### src/rtl/neuron_layer_sched.sv
// neuron_layer_sched: time-multiplexes N_NEURONS weight sets onto one
// external neuron datapath, collects the results and streams them out.
// Ports: clk, rst (async, active-high); cfg_we/cfg_addr/cfg_w1/cfg_w2/cfg_b
// weight-set writes with cfg_err on a dropped write; in_valid/in_ready/
// in_x1/in_x2 input vector; n_x1/n_x2/n_w1/n_w2/n_b drive and n_y result of
// the neuron; out_valid/out_ready/out_idx/out_y/out_last result stream and
// out_max_idx argmax of the current pass.
module neuron_layer_sched #(
  parameter int N_NEURONS = 4,
  parameter int LATENCY = 3,
  localparam int AW = $clog2(N_NEURONS)
) (
  input  logic                 clk,
  input  logic                 rst,
  input  logic                 cfg_we,
  input  logic [AW-1:0]        cfg_addr,
  input  logic signed [7:0]    cfg_w1,
  input  logic signed [7:0]    cfg_w2,
  input  logic signed [7:0]    cfg_b,
  output logic                 cfg_err,
  input  logic                 in_valid,
  output logic                 in_ready,
  input  logic signed [7:0]    in_x1,
  input  logic signed [7:0]    in_x2,
  output logic signed [7:0]    n_x1,
  output logic signed [7:0]    n_x2,
  output logic signed [7:0]    n_w1,
  output logic signed [7:0]    n_w2,
  output logic signed [7:0]    n_b,
  input  logic signed [15:0]   n_y,
  output logic                 out_valid,
  input  logic                 out_ready,
  output logic [AW-1:0]        out_idx,
  output logic signed [15:0]   out_y,
  output logic                 out_last,
  output logic [AW-1:0]        out_max_idx
);

  localparam int DW = $clog2(LATENCY + 1);
  localparam logic [AW-1:0] LAST = AW'(N_NEURONS - 1);
  localparam logic [DW-1:0] DLAST = DW'(LATENCY - 1);

  typedef enum logic [1:0] {
    IDLE,
    ISSUE,
    DRAIN,
    OUTPUT
  } state_t;

  state_t state;
  logic [AW-1:0] k;
  logic [AW-1:0] j;
  logic [DW-1:0] dcnt;
  logic signed [7:0] x1_q;
  logic signed [7:0] x2_q;
  logic signed [7:0] w1_q [N_NEURONS];
  logic signed [7:0] w2_q [N_NEURONS];
  logic signed [7:0] b_q [N_NEURONS];
  logic signed [15:0] res_q [N_NEURONS];
  logic tag_v [LATENCY];
  logic [AW-1:0] tag_i [LATENCY];
  logic signed [15:0] max_y;
  logic [AW-1:0] max_idx;
  logic issue;

  always_ff @(posedge clk or posedge rst) begin
    if (rst) begin
      state <= IDLE;
      k <= '0;
      j <= '0;
      dcnt <= '0;
      x1_q <= '0;
      x2_q <= '0;
      max_y <= '0;
      max_idx <= '0;
      cfg_err <= 1'b0;
      for (int i = 0; i < N_NEURONS; i++) begin
        w1_q[i] <= '0;
        w2_q[i] <= '0;
        b_q[i] <= '0;
        res_q[i] <= '0;
      end
      for (int i = 0; i < LATENCY; i++) begin
        tag_v[i] <= 1'b0;
        tag_i[i] <= '0;
      end
    end else begin
      cfg_err <= cfg_we && (state != IDLE);
      if (cfg_we && state == IDLE) begin
        w1_q[cfg_addr] <= cfg_w1;
        w2_q[cfg_addr] <= cfg_w2;
        b_q[cfg_addr] <= cfg_b;
      end
      // tag follows each issued operand set through the neuron pipeline
      tag_v[0] <= issue;
      tag_i[0] <= k;
      for (int i = 1; i < LATENCY; i++) begin
        tag_v[i] <= tag_v[i-1];
        tag_i[i] <= tag_i[i-1];
      end
      if (tag_v[LATENCY-1]) begin
        res_q[tag_i[LATENCY-1]] <= n_y;
        // entry 0 always seeds the max; later ties keep the lower index
        if (tag_i[LATENCY-1] == '0 || n_y > max_y) begin
          max_y <= n_y;
          max_idx <= tag_i[LATENCY-1];
        end
      end
      unique case (state)
        IDLE: begin
          if (in_valid) begin
            x1_q <= in_x1;
            x2_q <= in_x2;
            k <= '0;
            j <= '0;
            state <= ISSUE;
          end
        end
        ISSUE: begin
          if (k == LAST) begin
            dcnt <= '0;
            state <= DRAIN;
          end else begin
            k <= k + 1'b1;
          end
        end
        DRAIN: begin
          if (dcnt == DLAST) state <= OUTPUT;
          else dcnt <= dcnt + 1'b1;
        end
        OUTPUT: begin
          if (out_ready) begin
            if (j == LAST) begin
              j <= '0;
              state <= IDLE;
            end else begin
              j <= j + 1'b1;
            end
          end
        end
        default: state <= IDLE;
      endcase
    end
  end

  assign issue = (state == ISSUE);
  assign n_x1 = issue ? x1_q : '0;
  assign n_x2 = issue ? x2_q : '0;
  assign n_w1 = issue ? w1_q[k] : '0;
  assign n_w2 = issue ? w2_q[k] : '0;
  assign n_b = issue ? b_q[k] : '0;

  assign in_ready = (state == IDLE);
  assign out_valid = (state == OUTPUT);
  assign out_idx = out_valid ? j : '0;
  assign out_y = out_valid ? res_q[j] : '0;
  assign out_last = out_valid && (j == LAST);
  assign out_max_idx = max_idx;

endmodule

### config.mk
export PLATFORM = sky130hd
export DESIGN_NAME = neuron_layer_sched
export DESIGN_NICKNAME = d
export VERILOG_FILES = /design/src/rtl/neuron_layer_sched.sv
export SDC_FILE = /design/constraint.sdc
export NUM_CORES = 1
export LEC_CHECK = 0
export ABC_AREA = 1
export CELL_PAD_IN_SITES_DETAIL_PLACEMENT = 1
export CELL_PAD_IN_SITES_GLOBAL_PLACEMENT = 2
export CORE_ASPECT_RATIO = 1.75
export CORE_UTILIZATION = 33
export CTS_CLUSTER_SIZE = 28
export DETAILED_ROUTE_END_ITERATION = 8
export PLACE_DENSITY = 0.85
export SETUP_SLACK_MARGIN = 0.02
export SYNTH_ARGS = -nofsm -noshare
export SYNTH_HDL_FRONTEND = slang
export SYNTH_SLANG_ARGS = --single-unit
### constraint.sdc
create_clock -name clk -period 8.1 [get_ports clk]
set_input_delay 1.62 -clock clk [delete_from_list [all_inputs] [get_ports clk]]
set_output_delay 1.62 -clock clk [all_outputs]
set_load 0.01 [all_outputs]
Yosys cells after proc, flatten, opt, wreduce, memory -nomap -nowiden:

Index checks and enable logic that the tools add are counted.

* input port bits: 63
* output and inout bits: 64
* word-level logic and storage cells: 118
* flip-flop bits (word level): 212

* eq/ne operators: 13
* reductions and logical operators: 18
* order comparisons: 7
* bitwise operators: 4
* multiplexer cells: 42
* add/subtract/negate cells: 3

Operators with widths (number)
* $bwmux 32: 3
* $mux 8: 12
* $bwmux 64: 1
* $mux 16: 4
* $bmux 8 s2: 3
* $bmux 16 s2: 1
* $demux 16 s2: 1
* $mux 2: 12
* $demux 8 s2: 1
* $gt 16x16->1: 1
* $ge 3x3->1 const B: 4
* $not 2->3: 4
* $pmux 2 s2: 3
* $eq 2x2->1 const B: 5
* $reduce_and 3->1: 3
* $ne 2x2->1 const B: 4
* $pmux 2 s4: 1
* $reduce_bool 2->1: 4
* $add 2x1->2 const B: 3
* $lt 3x1->1 const B: 2
* $ne 2x1->1 const B: 3
* $logic_and 1x1->1: 5
* $reduce_and 5->1: 1
* $logic_not 2->1: 2
* other kinds (3): 4

Depth between registers and ports, before layout:

Gate-level depths: netlist of the first run.

* word-level depth: 6
* mapped depth: 17
* depth with buffers taken out: 16

Least setup slack after synthesis of the first run:

Ideal clock, no wire load.

* kind: input-to-reg
* start: input port n_y[15]
* end: register max_y[0]
* stages on the path: 10
* path slack: 5.092 ns
* arrival time: 2.891 ns
* required time: 7.983 ns
* library setup time: 0.117 ns
* cell sequence: ha_1 a21oi_1 o21ai_1 a21oi_1 nand3_1 nand3_4 nand2_4 buf_8 nand2_1 nand2_1

* cells in the longest elaborated chain, start to end: 3

Ends and longest elaborated chain
* start, declared: RTL line 30 `input logic signed [15:0] n_y,`
* $gt 16x16->1: RTL line 104 `if (tag_i[LATENCY-1] == '0 || n_y > max_y) begin`
* $logic_or 1x1->1: RTL line 104
* $reduce_and 2->1 (no source line)
* end signal, assigned: RTL line 105 `max_y <= n_y;`
* end, declared: RTL line 62 `logic signed [15:0] max_y;`

Every way passes these cells.
A chain may end at the register's enable or synchronous reset.

Worst setup path in the final report of the first run:

* start: register state[1]
* end: output port n_w1[4]

* cells in the longest elaborated chain, start to end: 2

Ends and longest elaborated chain
* start, declared: RTL line 50 `state_t state;`
* start signal, assigned: RTL line 68 `state <= IDLE;`
* start signal, assigned: RTL line 116 `state <= ISSUE;`
* start signal, assigned: RTL line 122 `state <= DRAIN;`
* $eq 2x1->1: RTL line 146 `assign issue = (state == ISSUE);`
* named net issue: RTL line 64 `logic issue;`
* $mux 8: RTL line 149 `assign n_w1 = issue ? w1_q[k] : '0;`
* end, declared: RTL line 27 `output logic signed [7:0] n_w1,`

The timed path passes the listed nets, and every way through them passes these cells.

==> flow_summary.yaml, run 1 <==
route:
  vias: 8099
  dr.pass1.iters: 4
  drc: 0
  via_per_inst: 4.88
  ant_nets: 0
  routed_wl_um: 27100
  wire_per_inst_um: 16.3
  drtIter0Drc: 329
critical_path:
  worstPathMaxFanout: 26
  crit_arrival_ns: 3.62
  cp.buffers_inverters: 3
  worstSetupPathType: "register to output port"
  worstPathCellList: "inv_1, ha_1, clkinv_1, a21oi_1, clkdlybuf4s50_1"
  required_ns: 6.48
  slowest_stage: "clkinv_1"
  cp_slowest_stage_delay_ns: 0.94
  crit_family: "buffers and inverters"
  startpoint_type: "register"
  cp-end-kind: "output port"
global_route:
  grt_pass1_vias: 8499
  overflow: 0
  grt_max_degree: 118
  grtUsageTotal_pct: 18.6
  grt_pass1_wl_um: 45100
  antenna_found_initial: 0
cts:
  h-tree-depth: 1
  cts_buffer_depth: 3
  clk_pin_slew_ns: 0.06
  holdBufCountCts: 0
  cts_resized: 0
  cts_setup_buffers: 0
  cts_buffers: 22
  cts_tree: "built"
  numClockSinks: 212
  clk_latency_ns: 0.52
  cts_root_buffer: "clkbuf_16"
cells_and_area:
  fin_nets: 1350
  drive_gt1_share_pct: 5.40
  final_common_cell: "nand2_1"
  final_core_util_pct: 41.2
  area_delta_synth_final_pct: 23.2
  nFillCells: 3465
  antenna_cells: 0
  most-common-layout-cells: "nand2_1, o21ai_0, dfrtp_1"
pwr:
  sequentialPowerShare_pct: 40.9
  leakage_nw: 5.73
  power.internal_mw: 2.82
  netSwitchingFraction_pct: 37.6
  p_comb_share_pct: 37.2
  pwr-share-clk_pct: 21.9
  p_sw_mw: 1.70
  peakVddDrop_mv: 0.181
  p_per_area_nw_per_um2: 376
floorplan:
  rows: 83
  die_area_um2: 30300
  start_util_pct: 33.5
  fp.dieH_um: 230
  die_width_um: 132
  io-pin-count: 127
  fp.coreArea_um2: 29200
timing:
  setup_slack_ns: 2.86
  whs_ns: 0.348
  maxSlewViolCount: 0
  final_hold_viol_count: 0
  skew_ns: 0.00625
  setup_viol: 0
  maxSlewHeadroom_pct: 26.6
  finalSetupTns_ns: 0
  rsz0062_at_grt: "no"
  min_period_ns: 5.24
  finalCritPeriodShare_pct: 64.7
  clock.fmax_ghz: 0.191
  max_slew.worst_pin.slew_ns: 1.10
synth:
  avgSynthCellArea_um2: 8.36
  ys_warn_count: 0
  ys_seq_area_share_pct: 54.3
  synth_fp_nets: 1255
  syn_area_um2: 9770
  synth.distinct_cells: 26
  synth_cells: 1169
  synth-seq-cells: 212
run_status:
  status: "completed"
worst_hold_path:
  min-delay-path-class: "register to register"
placed_design:
  hpwl_um: 17900
  gp_congestion: 0.747
  dpl_worst_slack_ns: 3.28
  port_buffers: 126
job:
  maxCapViolCount: 0
metrics by stage:
| stage | instance area, um2 | power, mW | cells |
|---|---|---|---|
| 6_report | 12000 | 4.52 | 1660 |
| 3_3_place_gp | 11300 | 3.49 | 1622 |
| 4_1_cts | 12000 | 4.60 | 1660 |
| 2_1_floorplan | 9770 | 2.93 | 1169 |
| 3_5_place_dp | 11300 | 3.57 | 1622 |
| 5_1_grt | 12000 | 4.92 | 1660 |
registers in the layout, indices dropped and copies added (netlist names):
signal       cells
max_y           16
tag_v            3
state            2
out_max_idx      2
res_q           64
j                2
cfg_err          1
tag_i            6
w2_q            32
x1_q             8
k                2
w1_q            32
dcnt             2
x2_q             8
b_q             32
Yosys cell counts (all sizes together):
master  instances  share of area [%]
nor3            1              0.051
a21oi          49                2.5
mux2           16                1.8
o21ai         226                 12
inv           122                4.7
ha             23                2.9
a21o            1              0.077
clkbuf         50                1.9
nor2          122                4.7
nand4           2               0.13
nand2         264                 10
buf            17               0.97
nor4            1              0.064
clkinv          4               0.15
o211ai         24                1.8
o32ai           1              0.090
o21a            1              0.077
nand3          33                1.8
dfrtp         212                 54
power groups by stage:
stage | logic (mW) | registers (mW) | clock network (mW)
3_5_place_dp | 1.71 | 1.86 | 0
4_1_cts | 1.72 | 1.85 | 1.02
2_1_floorplan | 1.15 | 1.78 | 0
6_report | 1.68 | 1.85 | 0.989
3_3_place_gp | 1.65 | 1.84 | 0
5_1_grt | 1.95 | 1.92 | 1.05
area by class of cell:
| type | instances | area (um2) | area share [%] |
|---|---|---|---|
| flip-flops and latches | 212 | 5310 | 44.1 |
| multi-input cells | 764 | 3720 | 30.9 |
| repair buffers | 138 | 1360 | 11.3 |
| clock buffers | 32 | 649 | 5.40 |
| inverters | 126 | 480 | 3.99 |
| well taps | 382 | 478 | 3.97 |
| clock inverters | 6 | 33.8 | 0.281 |
metal layers:
metal  part of all wire [%]  up-vias  GRT usage, %  routed length, um
met4                    2.4        0          6.43                641
met5                      0        -             0                  0
met3                    3.3       41          2.32                887
li1                       -     3947             -                  -
met1                     40     4005          21.0              10900
met2                     54      106          35.5              14700
cell families (layout without fill, tap and decap cells):
| family | count (synthesis) | in the layout | synth area share, % |
|---|---|---|---|
| adders and majority gates | 23 | 23 | 2.95 |
| and+or+nand+nor | 423 | 423 | 17.0 |
| buffers and inverters | 193 | 302 | 7.74 |
| muxes | 16 | 16 | 1.84 |
| DFF | 212 | 212 | 54.3 |
| AOI/OAI and AO/OA | 302 | 302 | 16.2 |
final timing paths:
kind,startpoint,to,slack (ns),cells after the start
max,state[1],n_w1[4],2.86,5
min,tag_v[1],tag_v[0],0.35,0
max reg2reg,state[1],k[1],4.79,8
min reg2reg,tag_v[1],tag_v[0],0.35,0
max in group asynchronous,rst,w1_q[9],5.38,3
min in group asynchronous,rst,res_q[11],1.58,2
Note: power is estimated with default switching activity, not from simulation.
==> run 2: changes to the inputs <==
--- a/config.mk
+++ b/config.mk
@@ -9,10 +9,10 @@
 export CELL_PAD_IN_SITES_DETAIL_PLACEMENT = 1
 export CELL_PAD_IN_SITES_GLOBAL_PLACEMENT = 2
 export CORE_ASPECT_RATIO = 1.75
-export CORE_UTILIZATION = 33
+export CORE_UTILIZATION = 30
 export CTS_CLUSTER_SIZE = 28
 export DETAILED_ROUTE_END_ITERATION = 8
-export PLACE_DENSITY = 0.85
+export PLACE_DENSITY = 0.82
 export SETUP_SLACK_MARGIN = 0.02
 export SYNTH_ARGS = -nofsm -noshare
 export SYNTH_HDL_FRONTEND = slang
==> constraint.sdc (replaced) <==
create_clock -name clk -period 4.4 [get_ports clk]
set_input_delay 0.88 -clock clk [delete_from_list [all_inputs] [get_ports clk]]
set_output_delay 0.88 -clock clk [all_outputs]
set_load 0.01 [all_outputs]
==> run 2 against run 1 <==
  * The run now ends with design-rule violations left
  * Sequential power up 83%
  * Combinational power up 85%
  * Non-clock buffer count up 6
  * Global-route usage down 1.4 points
  * Critical path depth down 1
  * Total power up 90%
  * Worst setup slack worse by 2.3 ns
  * First-iteration DRC count down 12%
  * Routed wire length up 0.70%
  * Sequential share of layout area down 0.74 points
  * Via count up 0.54%
  * Critical path type unchanged
  * Largest power group unchanged
  * Highest routed layer unchanged
==> flow_summary.yaml, run 2 (synthesized netlist as in run 1, its figures left out) <==
timing:
  min_period_ns: 3.82
  finalSetupTns_ns: 0
  max_slew.worst_pin.slew_ns: 1.05
  final_hold_viol_count: 0
  maxSlewViolCount: 0
  maxSlewHeadroom_pct: 30.1
  rsz0062_at_grt: "no"
  setup_slack_ns: 0.580
  finalCritPeriodShare_pct: 86.8
  setup_viol: 0
  clock.fmax_ghz: 0.262
  skew_ns: 0.00780
run_status:
  status: "finished with violations"
  violations: "design-rule violations"
floorplan:
  die_area_um2: 33300
  die_width_um: 138
  rows: 87
  fp.dieH_um: 241
  start_util_pct: 30.4
  io-pin-count: 127
  fp.coreArea_um2: 32100
critical_path:
  worstPathCellList: "ha_1, clkinv_1, a21oi_1, clkdlybuf4s50_1"
  startpoint_type: "register"
  worstSetupPathType: "register to output port"
  slowest_stage: "clkinv_1"
  required_ns: 3.52
  cp-end-kind: "output port"
  crit_arrival_ns: 2.94
  worstPathMaxFanout: 19
  cp_slowest_stage_delay_ns: 0.67
route:
  routed_wl_um: 27300
  via_per_inst: 4.84
  dr.pass1.iters: 7
  drc: 15
  wire_per_inst_um: 16.2
  vias: 8143
  ant_nets: 0
  drtIter0Drc: 291
pwr:
  netSwitchingFraction_pct: 36.0
  power.internal_mw: 5.50
  p_sw_mw: 3.10
  leakage_nw: 5.81
  p_comb_share_pct: 36.2
  peakVddDrop_mv: 0.360
  sequentialPowerShare_pct: 39.3
  p_per_area_nw_per_um2: 702
  pwr-share-clk_pct: 24.5
worst_hold_path:
  min-delay-path-class: "register to register"
global_route:
  grt_pass1_wl_um: 45900
  grtUsageTotal_pct: 17.2
  grt_max_degree: 86
  antenna_found_initial: 0
  grt_pass1_vias: 8912
  overflow: 0
placed_design:
  gp_congestion: 0.735
  port_buffers: 126
  hpwl_um: 18000
  place_area_um2: 11400
  dpl_worst_slack_ns: 1.01
cells_and_area:
  antenna_cells: 0
  area_delta_synth_final_pct: 25.3
  final_common_cell: "nand2_1"
  top_register: "res_q"
  most-common-layout-cells: "nand2_1, o21ai_0, dfrtp_1"
  final_area_um2: 12200
  seqCellArea_um2: 5310
  multi_input_area_um2: 3720
  drive_gt1_share_pct: 6.00
  largest_reg_flops: 64
  nFillCells: 3806
  fin_nets: 1356
cts:
  numClockSinks: 212
  cts_setup_buffers: 0
  holdBufCountCts: 0
  clk_pin_slew_ns: 0.06
  clk_latency_ns: 0.51
  cts_tree: "built"
  cts_resized: 0
  h-tree-depth: 1
  cts_buffer_depth: 3
  cts_buffers: 22
  cts_root_buffer: "clkbuf_16"
job:
  maxCapViolCount: 0
[run 2: cell types whose count changed in the layout (fill, tap and decap cells not counted), sizes merged]
cell,change
inv,-2
clkbuf,-2
clkinvlp,+3
clkinv,-4
bufinv,+5
buf,+6
[run 2: path summary, 6_finish.rpt]
kind | endpoint | start | slack [ns] | depth (start not counted)
min reg2reg | tag_v[0] | tag_v[1] | 0.35 | 0
max in group asynchronous | res_q[33] | rst | 2.93 | 3
max | out_y[12] | state[1] | 0.58 | 4
max reg2reg | b_q[13] | state[1] | 2.04 | 8
min in group asynchronous | x1_q[7] | rst | 0.70 | 2
min | tag_v[0] | tag_v[1] | 0.35 | 0
[run 2: cell type report]
type / count / share of cell area (%)
Inverter: 126 / 3.90
Clock inverter: 8 / 1.39
Sequential cell: 212 / 43.4
Timing Repair Buffer: 144 / 11.6
Tap cell: 400 / 4.09
Multi-Input combinational cell: 764 / 30.4
Clock buffer: 30 / 5.25
[run 2: through the flow]
step | hold slack (ns) | utilization [%] | instances | total power, mW
after floorplan | 0.331 | - | 1169 | 5.40
after global placement | 0.335 | 35.6 | 1646 | 6.44
after detailed placement | 0.336 | 35.6 | 1646 | 6.59
after CTS | 0.349 | 38.1 | 1684 | 8.77
after global routing | 0.353 | 38.1 | 1684 | 9.36
final | 0.347 | 38.1 | 1684 | 8.60
[run 2: critical path, delay by kind of cell (launching register included)]
family                   cells  cell delay [ns]
flip-flops                   1             0.37
AO/OA/AOI/OAI                1             0.46
adder cells (fa/ha/maj)      1             0.32
buffers and inverters        2             1.28
[run 2: power groups by stage]
stage	clock, mW	sequential (mW)	combinational [mW]
CTS	2.19	3.38	3.20
global placement	0	3.37	3.07
global route	2.24	3.50	3.62
finish	2.11	3.38	3.11
floorplan	0	3.27	2.13
detailed placement	0	3.41	3.18
[run 2: metal layers]
layer | global-route usage [%] | wire length, um | vias up
met3 | 2.08 | 805 | 41
met1 | 18.9 | 11200 | 4039
li1 | - | - | 3949
met5 | 0 | 0 | -
met2 | 34.2 | 14700 | 114
met4 | 5.35 | 624 | 0
==> run 3: changes to the inputs <==
--- a/config.mk
+++ b/config.mk
@@ -10,10 +10,10 @@
 export CELL_PAD_IN_SITES_GLOBAL_PLACEMENT = 2
 export CORE_ASPECT_RATIO = 1.75
 export CORE_UTILIZATION = 30
+export CTS_CLUSTER_DIAMETER = 80
 export CTS_CLUSTER_SIZE = 28
 export DETAILED_ROUTE_END_ITERATION = 8
 export PLACE_DENSITY = 0.82
-export SETUP_SLACK_MARGIN = 0.02
 export SYNTH_ARGS = -nofsm -noshare
 export SYNTH_HDL_FRONTEND = slang
 export SYNTH_SLANG_ARGS = --single-unit
==> run 3 against run 2 <==
  * The flow still finishes with violations (design-rule violations)
  * Routed wire length down 1.4%
  * Count of clock-buffer cells in the layout is 16 lower
  * Design area shrank 3.1%
  * Flip-flop and latch count unchanged
  * Die area did not move
  * Sequential share of layout area grew 1.4 points
  * Register-to-register slack lost 0.07 ns
  * Total power shrank 8.6%
  * Via count shrank 0.55%
  * Combinational power about the same
  * Core utilization is 1.2 points lower
  * Clock power fell by 35%
==> flow_summary.yaml, run 3 (synthesized netlist as in run 1, its figures left out) <==
cts:
  numClockSinks: 212
  cts_tree: "built"
  cts_resized: 0
  cts_buffer_depth: 3
  h-tree-depth: 1
  holdBufCountCts: 0
  cts_setup_buffers: 0
  cts_buffers: 12
  clk_pin_slew_ns: 0.11
  cts_root_buffer: "clkbuf_16"
  clk_latency_ns: 0.49
pwr:
  p_comb_share_pct: 39.5
  pwr-share-clk_pct: 17.6
  p_sw_mw: 3.00
  p_per_area_nw_per_um2: 663
  sequentialPowerShare_pct: 42.9
  power_mw: 7.86
  netSwitchingFraction_pct: 38.2
  power.internal_mw: 4.86
  leakage_nw: 5.62
  peakVddDrop_mv: 0.409
route:
  drc: 15
  drtIter0Drc: 336
  via_per_inst: 4.86
  routed_wl_um: 26900
  vias: 8098
  ant_nets: 0
  dr.pass1.iters: 6
  wire_per_inst_um: 16.2
placed_design:
  gp_congestion: 0.735
  place_area_um2: 11400
  hpwl_um: 18000
  dpl_worst_slack_ns: 1.01
  port_buffers: 126
  dp_cells: 1646
critical_path:
  worstSetupPathType: "register to output port"
  cp_slowest_stage_delay_ns: 0.67
  worstPathCellList: "ha_1, clkinv_1, a21oi_1, clkdlybuf4s50_1"
  crit_arrival_ns: 2.93
  worstPathMaxFanout: 19
  crit_family: "buffers and inverters"
  cp.buffers_inverters: 2
  cp-end-kind: "output port"
  slowest_stage: "clkinv_1"
  startpoint_type: "register"
  required_ns: 3.52
run_status:
  violations: "design-rule violations"
  status: "finished with violations"
floorplan:
  rows: 87
  die_width_um: 138
  die_area_um2: 33300
  start_util_pct: 30.4
  fp.coreArea_um2: 32100
  fp.dieH_um: 241
  io-pin-count: 127
timing:
  finalSetupTns_ns: 0
  whs_ns: 0.360
  final_hold_viol_count: 0
  maxSlewHeadroom_pct: 30.8
  rsz0062_at_grt: "no"
  max_slew.worst_pin.slew_ns: 1.04
  setup_viol: 0
  finalCritPeriodShare_pct: 86.5
  skew_ns: 0.0279
  min_period_ns: 3.81
  setup_slack_ns: 0.593
  clock.fmax_ghz: 0.263
  maxSlewViolCount: 0
cells_and_area:
  antenna_cells: 0
  top_register: "res_q"
  area_delta_synth_final_pct: 21.3
  final_core_util_pct: 36.9
  drive_gt1_share_pct: 4.74
  layout.cells.non_filler: 1665
  final_area_um2: 11900
  seqCellArea_um2: 5310
  final_common_cell: "nand2_1"
  multi_input_area_um2: 3720
  fin_nets: 1346
  largest_reg_flops: 64
  nFillCells: 3825
  most-common-layout-cells: "nand2_1, o21ai_0, dfrtp_1"
global_route:
  grt_max_degree: 86
  grtUsageTotal_pct: 16.9
  overflow: 0
  antenna_found_initial: 0
  grt_pass1_vias: 8750
  grt_pass1_wl_um: 45300
job:
  maxCapViolCount: 0
worst_hold_path:
  min-delay-path-class: "register to register"
[run 3: metal layers]
layer	vias to the layer above	wire (um)	GRT usage (%)
met5	-	0	0
li1	3914	-	-
met4	0	531	4.36
met3	26	702	1.59
met1	4051	11100	18.9
met2	107	14600	33.8
[run 3: final timing paths]
check	from	end	slack, ns	cells past startpoint
min	tag_v[2]	tag_v[1]	0.36	0
max reg2reg	state[1]	w2_q[11]	1.97	8
min reg2reg	tag_v[2]	tag_v[1]	0.36	0
max in group asynchronous	rst	max_y[1]	2.89	3
max	state[1]	out_y[0]	0.59	4
min in group asynchronous	rst	x1_q[7]	0.70	2
[run 3: area by class of cell]
| type | count | area share [%] |
|---|---|---|
| Multi-Input combinational cell | 764 | 31.4 |
| Tap cell | 400 | 4.22 |
| Clock buffer | 14 | 2.78 |
| Inverter | 126 | 4.02 |
| Clock inverter | 5 | 0.823 |
| Sequential cell | 212 | 44.8 |
| Timing Repair Buffer | 144 | 12.0 |
[run 3: power by group through the flow]
stage          combinational (mW)  clock, mW  sequential (mW)
2_1_floorplan                2.13          0             3.27
3_3_place_gp                 3.07          0             3.37
3_5_place_dp                 3.18          0             3.41
4_1_cts                      3.19       1.45             3.37
5_1_grt                      3.62       1.49             3.49
6_report                     3.10       1.38             3.37
